## config.mk

```make
export PLATFORM = sky130hd
export DESIGN_NAME = sync_fifo_param
export DESIGN_NICKNAME = d
export VERILOG_FILES = /design/src/rtl/sync_fifo_param.sv
export SDC_FILE = /design/constraint.sdc
export NUM_CORES = 1
export LEC_CHECK = 0
export CAP_MARGIN = 20
export CORE_MARGIN = 2
export CORE_UTILIZATION = 65
export DETAILED_ROUTE_END_ITERATION = 16
export GPL_TIMING_DRIVEN = 0
export PLACE_DENSITY = 0.83
export REMOVE_ABC_BUFFERS = 1
export SLEW_MARGIN = 20
export SYNTH_ARGS = -nofsm -noshare
export SYNTH_HDL_FRONTEND = slang
export SYNTH_SLANG_ARGS = --single-unit
```

## constraint.sdc

```tcl
create_clock -name clk_i -period 9.2 [get_ports clk_i]
set_input_delay 2.3 -clock clk_i [delete_from_list [all_inputs] [get_ports clk_i]]
set_output_delay 2.3 -clock clk_i [all_outputs]
set_load 0.1 [all_outputs]
```

## src/rtl/sync_fifo_param.sv

```systemverilog
// ---------------------------------------------------------------------------
// sync_fifo_param
//   Parametrised single-clock FIFO used between AXI channel handshakes and the
//   slave memory/control logic. It provides a fill count, almost-full and
//   almost-empty thresholds, a synchronous flush, and a choice of read style:
//   registered 1-cycle read (FWFT=0) or first-word-fall-through (FWFT=1).
//
// Parameters
//   WIDTH     data width in bits (>=1)
//   DEPTH     number of entries, power of two (>=4)
//   AF_LEVEL  almost_full_o  when count_o >= AF_LEVEL (1..DEPTH)
//   AE_LEVEL  almost_empty_o when count_o <= AE_LEVEL (0..DEPTH-1)
//   FWFT      0 = registered read, 1 = first-word-fall-through
//
// Ports
//   clk_i           clock, rising edge
//   rst_i           asynchronous reset, active low
//   clear_i         synchronous flush, active high, wins over wr/rd
//   wr_en_i/wdata_i write request and data
//   full_o          count_o == DEPTH
//   almost_full_o   count_o >= AF_LEVEL
//   overflow_o      pulse: the previous cycle's write was rejected
//   rd_en_i         read request (FWFT=1: pop of the word shown on rdata_o)
//   rdata_o         read data
//   rdata_valid_o   FWFT=0: pulse with new rdata_o; FWFT=1: !empty_o
//   empty_o         count_o == 0
//   almost_empty_o  count_o <= AE_LEVEL
//   underflow_o     pulse: the previous cycle's read was rejected
//   count_o         number of stored entries, 0..DEPTH
// ---------------------------------------------------------------------------
module sync_fifo_param #(
  parameter int unsigned WIDTH    = 32,
  parameter int unsigned DEPTH    = 32,
  parameter int unsigned AF_LEVEL = 28,
  parameter int unsigned AE_LEVEL = 4,
  parameter bit          FWFT     = 1'b0
) (
  input  logic                   clk_i,
  input  logic                   rst_i,
  input  logic                   clear_i,
  input  logic                   wr_en_i,
  input  logic [WIDTH-1:0]       wdata_i,
  output logic                   full_o,
  output logic                   almost_full_o,
  output logic                   overflow_o,
  input  logic                   rd_en_i,
  output logic [WIDTH-1:0]       rdata_o,
  output logic                   rdata_valid_o,
  output logic                   empty_o,
  output logic                   almost_empty_o,
  output logic                   underflow_o,
  output logic [$clog2(DEPTH):0] count_o
);

  localparam int unsigned AW = $clog2(DEPTH);
  localparam int unsigned CW = AW + 1;

  localparam logic [CW-1:0] DEPTH_C = CW'(DEPTH);
  localparam logic [CW-1:0] AF_C    = CW'(AF_LEVEL);
  localparam logic [CW-1:0] AE_C    = CW'(AE_LEVEL);

  logic [WIDTH-1:0] mem_q [DEPTH];

  logic [AW-1:0] wr_ptr_q, wr_ptr_d;
  logic [AW-1:0] rd_ptr_q, rd_ptr_d;
  logic [CW-1:0] count_q,  count_d;
  logic          overflow_q, overflow_d;
  logic          underflow_q, underflow_d;

  logic          wr_accept;
  logic          rd_accept;

  // Flags come straight from the count register, so they show an edge's
  // update in the following cycle.
  assign full_o         = (count_q == DEPTH_C);
  assign empty_o        = (count_q == '0);
  assign almost_full_o  = (count_q >= AF_C);
  assign almost_empty_o = (count_q <= AE_C);
  assign count_o        = count_q;
  assign overflow_o     = overflow_q;
  assign underflow_o    = underflow_q;

  // A write into a full FIFO is rejected even if a read pops in the same
  // cycle; likewise a read from an empty FIFO ignores a concurrent write.
  assign wr_accept = wr_en_i && !full_o  && !clear_i;
  assign rd_accept = rd_en_i && !empty_o && !clear_i;

  // NOTE: every signal driven here gets its default first, so no path leaves
  // it unassigned and no latch is inferred.
  always_comb begin
    wr_ptr_d    = wr_ptr_q;
    rd_ptr_d    = rd_ptr_q;
    count_d     = count_q;
    overflow_d  = wr_en_i && full_o  && !clear_i;
    underflow_d = rd_en_i && empty_o && !clear_i;

    if (clear_i) begin
      wr_ptr_d = '0;
      rd_ptr_d = '0;
      count_d  = '0;
    end else begin
      // Pointers are exactly AW bits, so DEPTH-1 -> 0 wraps for free.
      if (wr_accept) wr_ptr_d = wr_ptr_q + 1'b1;
      if (rd_accept) rd_ptr_d = rd_ptr_q + 1'b1;

      if (wr_accept && !rd_accept) begin
        count_d = count_q + 1'b1;
      end else if (rd_accept && !wr_accept) begin
        count_d = count_q - 1'b1;
      end
    end
  end

  // NOTE: state registers use non-blocking assignments so every flop samples
  // the pre-edge values regardless of statement order.
  always_ff @(posedge clk_i or negedge rst_i) begin
    if (!rst_i) begin
      wr_ptr_q    <= '0;
      rd_ptr_q    <= '0;
      count_q     <= '0;
      overflow_q  <= 1'b0;
      underflow_q <= 1'b0;
    end else begin
      wr_ptr_q    <= wr_ptr_d;
      rd_ptr_q    <= rd_ptr_d;
      count_q     <= count_d;
      overflow_q  <= overflow_d;
      underflow_q <= underflow_d;
    end
  end

  // NOTE: the storage array has no reset; contents are only ever observed
  // behind the count, so clearing it would cost flops and buy nothing.
  always_ff @(posedge clk_i) begin
    if (wr_accept) begin
      mem_q[wr_ptr_q] <= wdata_i;
    end
  end

  if (FWFT) begin : g_fwft
    // Head of the queue is always presented; rd_en_i acts as the pop.
    assign rdata_o       = mem_q[rd_ptr_q];
    assign rdata_valid_o = !empty_o;
  end else begin : g_registered
    logic [WIDTH-1:0] rdata_q;
    logic             rvalid_q;

    // rdata_q only moves on an accepted read, so it holds across idle,
    // rejected and flush cycles.
    always_ff @(posedge clk_i or negedge rst_i) begin
      if (!rst_i) begin
        rdata_q  <= '0;
        rvalid_q <= 1'b0;
      end else begin
        rvalid_q <= rd_accept;
        if (rd_accept) begin
          rdata_q <= mem_q[rd_ptr_q];
        end
      end
    end

    assign rdata_o       = rdata_q;
    assign rdata_valid_o = rvalid_q;
  end

endmodule

```

Word level (Yosys, flattened, before mapping) --
Memory sizes are Yosys's and may differ from the RTL's. A register that Yosys moved wholly into a read port is not among the register bits. Cells that the tools add are included.
Storage, ports and cells: flip-flop bits (word level) 19, memory bits (writable) 1024, bits of input ports 37, word-level logic and storage cells 43, memories 1
Operators by class: add/sub/neg operators 4, magnitude comparators 2, equal/unequal tests 1, multiplexer cells 9, reductions and logical operators 20
Memories:
- mem_q | depth 32, width 32, read ports 1, clocked after Yosys merged registers in 1, wr ports 1, RTL line 62 | logic [WIDTH-1:0] mem_q [DEPTH];
Operators by type and width (number):
- 5-bit 2-to-1 mux | 4
- 6-bit 2-to-1 mux | 3
- 5-bit by 1-bit adder with 5-bit output (second input constant) | 2
- 1-bit logical AND | 10
- 6-bit by 1-bit adder with 6-bit output (second input constant) | 1
- 6-bit equality test (second input constant) | 1
- 6-bit by 5-bit greater-or-equal comparator with 1-bit output (second input constant) | 1
- 6-bit by 3-bit <= comparator with 1-bit output (second input constant) | 1
- 1-bit logical NOT | 6
- 6-bit logical NOT | 1
- 6-bit by 1-bit subtractor with 6-bit output (second input constant) | 1
- 2-bit nonzero test | 2
- 3-bit nonzero test | 1
- 1-bit 2-to-1 mux | 2

Logic depth before layout (Yosys ltp) --
depth after elaboration 9, mapped depth 11

Least setup slack after synthesis --
No wires, ideal clock.
kind register to output, start register count_q[0], in the netlist count_o[0], end output port almost_empty_o, arrival 4208 ps, required time 6900 ps, setup slack 2692 ps, cell stages (with the launch flop) 3, path buffers 0, path through dfrtp_1 o21ai_0 nor4b_1
On the way: cells in the longest elaborated chain, start to end 1
RTL lines:
- start: declaration | RTL line 66 | logic [CW-1:0] count_q, count_d;
- start signal: assignment | RTL line 126 | count_q <= count_d;
- 6-bit by 3-bit <= comparator with 1-bit output | RTL line 78 | assign almost_empty_o = (count_q <= AE_C);
- end: declaration | RTL line 50 | output logic almost_empty_o,
No other way between the ends.

Worst setup path after layout --
start input port clear_i, end memory mem_q[21][26], enable pin
On the way: cells in the longest elaborated chain, start to end 4
RTL lines:
- start: declaration | RTL line 40 | input logic clear_i,
- 1-bit logical NOT | RTL line 85 | assign wr_accept = wr_en_i && !full_o && !clear_i;
- 1-bit logical AND | RTL line 85
- 1-bit 2-to-1 mux | RTL line 135 | if (wr_accept) begin
- 1-bit 2-to-1 mux (implied by the code) | RTL line 136 | mem_q[wr_ptr_q] <= wdata_i;
- end: declaration | RTL line 62
No other way between the ends.

==> flow_summary.toml <==
[cells_and_area]
drive_gt1_share_pct = 22.1
nNetsFinal = 2266
stdcell_area_um2 = 48400
antennaDiodeCount = 0
syn_to_final_growth_pct = 17.1

[hold_path]
hp-class = "reg -> reg"

[synthesis]
synth.distinct_cells = 49
syn_area_um2 = 41300
ys_warn_count = 0
synth_edf_count = 1024
ys_seq_elements = 1075
synth.largest_area_cell = "edfxtp_1"
avgSynthCellArea_um2 = 20.1
synth-seq-area-share_pct = 77.6
synth.area.top_cells = "edfxtp_1 74%, mux4_2 7.0%, mux2i_1 4.7%"
ys_top_cells_by_count = "1024 x edfxtp_1, 194 x mux2i_1, 128 x mux4_2"
yosysMostFrequentCell = "edfxtp_1"
async_reset_ff_share_pct = 4.74
yosys_most_used_dff = "edfxtp_1"
netlist.area_leader.share_pct = 74.5
syn_inst = 2051

[cts]
clock-sinks = 1075
cts_tree = "done"
clockBufferDepth = 3
root_buffer = "clkbuf_16"
ctsHtreeMaxLevel = 3
post_cts_buffers = 0
worstSkewPairLatency_ns = 0.67
holdBufCountCts = 0
cts_repair_resize_count = 0
clk_pin_slew_ns = 0.06
cts_made_buffers = 100

[worst_setup_path]
end_kind = "flop"
critPathKind = "in -> reg"
worstSetupStartpointType = "input pin"
required_ns = 9.55
cp_max_fo = 19
crit_arrival_ns = 5.98

[run]
cap_violations = 0

[power_and_ir_drop]
p_per_area_nw_per_um2 = 254
p_leak_uw = 0.0152
peakVddDrop_mv = 0.414

[floorplanning]
fp.dieH_um = 256
core_region_area_um2 = 63000
num_rows = 92
io_pins = 82
die_x_um = 256
start_util_pct = 65.6
die-area_um2 = 65500

[global_routing]
first_global_vias = 23200
grt_max_degree = 51
overflow = 0
gr-usage-all-layers_pct = 32.9
grt_first_pass_wirelength_mm = 155
antenna_found_initial = 0

[timing]
max_freq_mhz = 178
min_period_over_period_pct = 61.2
whs_ns = 0.508
period_needed_ns = 5.63
hold_viol_final = 0
setup_viol = 0
slew_headroom_pct = 25.4
rsz0062_at_grt = "false"
slew_violations = 0
final.setup_skew_ns = 0.0306
fin_tns_setup_ns = 0
tightest_slew_ns = 1.11

[detailed_routing]
vias_per_cell = 7.06
wl_per_cell_um = 33.8
drc = 0
routed_wl_mm = 106
ant_nets = 0
drtPass1Iterations = 7
via_count = 22200
initialDrtViolationCount = 3206

[place]
gp_congestion = 0.776
hpwlAfterDp_mm = 62.4
numPortBuffers = 81
detailed_place.area_um2 = 45000

[run_status]
status = "completed"
kinds of logic (layout without fill, tap and decap cells):
kind of cell,count (synthesis),after routing,share of synthesized area (%)
DFF,1075,1075,77.6
muxes,387,387,13.5
AOI/OAI and AO/OA,251,251,4.52
and+or+nand+nor,193,193,2.21
buffers and inverters,125,377,1.69
adders and majority gates,10,10,0.321
xor gates and xnor gates,10,10,0.212
final cells by class:
type	count	area [µm²]
inverter	12	45.0
tap	846	1060
clock buffer	130	2770
fill	2953	14600
clock inverter	56	651
sequential	1075	32000
timing repair buffer	179	2920
multi-input combinational	851	8880
critical path, stage by stage:
cell,delay [ns]
clkdlybuf4s50_1,0.89
nand2b_1,0.39
a21oi_1,0.44
nand2_1,0.71
nor2_4,0.79
buf_16,0.24
buf_16,0.17
through the flow:
stage | cells | setup WS, ns | util [%] | power, µW
after CTS | 3149 | 3.71 | 76.8 | 12300
after detailed placement | 2963 | 3.18 | 71.4 | 8060
after global routing | 3149 | 3.53 | 76.8 | 12600
after global placement | 2865 | -7.45 | 67.5 | 8630
after floorplan | 1938 | -2.58 | - | 7860
final | 3149 | 3.57 | 76.8 | 12300
per-layer routing:
layer | wire length (µm) | up-vias | share of wire [%] | global-route usage (%)
li1 | - | 8799 | - | -
met1 | 36000 | 11200 | 34 | 43.5
met2 | 52300 | 1861 | 49 | 52.8
met3 | 13300 | 351 | 12 | 7.61
met4 | 4880 | 0 | 4.6 | 15.4
met5 | 0 | - | 0 | 0
state kept, by name, summed over array words and instances, names as in the netlist:
register       cells
count_o            6
mem_q           1024
overflow_o         1
rd_ptr_q           5
rdata_o           32
rdata_valid_o      1
underflow_o        1
wr_ptr_q           5
cell usage in the layout, fill, tap and decap left out, drive strengths merged, types with 64 or more instances in the layout:
cell              n
nor2             82
clkbuf          130
buf             106
mux2             65
edfxtp         1024
mux4            128
clkdlybuf4s50    73
a22oi            96
o22ai            64
mux2i           194
where the power goes:
| part | switching, µW | internal, µW | leakage, µW | total (µW) |
|---|---|---|---|---|
| clock | 1790 | 2490 | 0.00168 | 4290 |
| sequential | 113 | 5470 | 0.00986 | 5590 |
| combinational | 1530 | 886 | 0.00366 | 2410 |
path summary, 6_finish.rpt:
| check | startpoint | to | slack (ns) | depth (start not counted) |
|---|---|---|---|---|
| min | rdata_o[28]$_DFFE_PN0P_ | rdata_o[28]$_DFFE_PN0P_ | 0.51 | 1 |
| max reg2reg | count_o[0]$_DFFE_PN0P_ | mem_q[21][26]$_DFFE_PP_ | 5.56 | 7 |
| min reg2reg | rdata_o[28]$_DFFE_PN0P_ | rdata_o[28]$_DFFE_PN0P_ | 0.51 | 1 |
| max | clear_i | mem_q[21][26]$_DFFE_PP_ | 3.57 | 7 |
| min in group asynchronous | rst_i | rdata_o[30]$_DFFE_PN0P_ | 1.56 | 1 |
| max in group asynchronous | rst_i | rdata_o[20]$_DFFE_PN0P_ | 7.02 | 2 |
(Power assumes the default switching activity.)
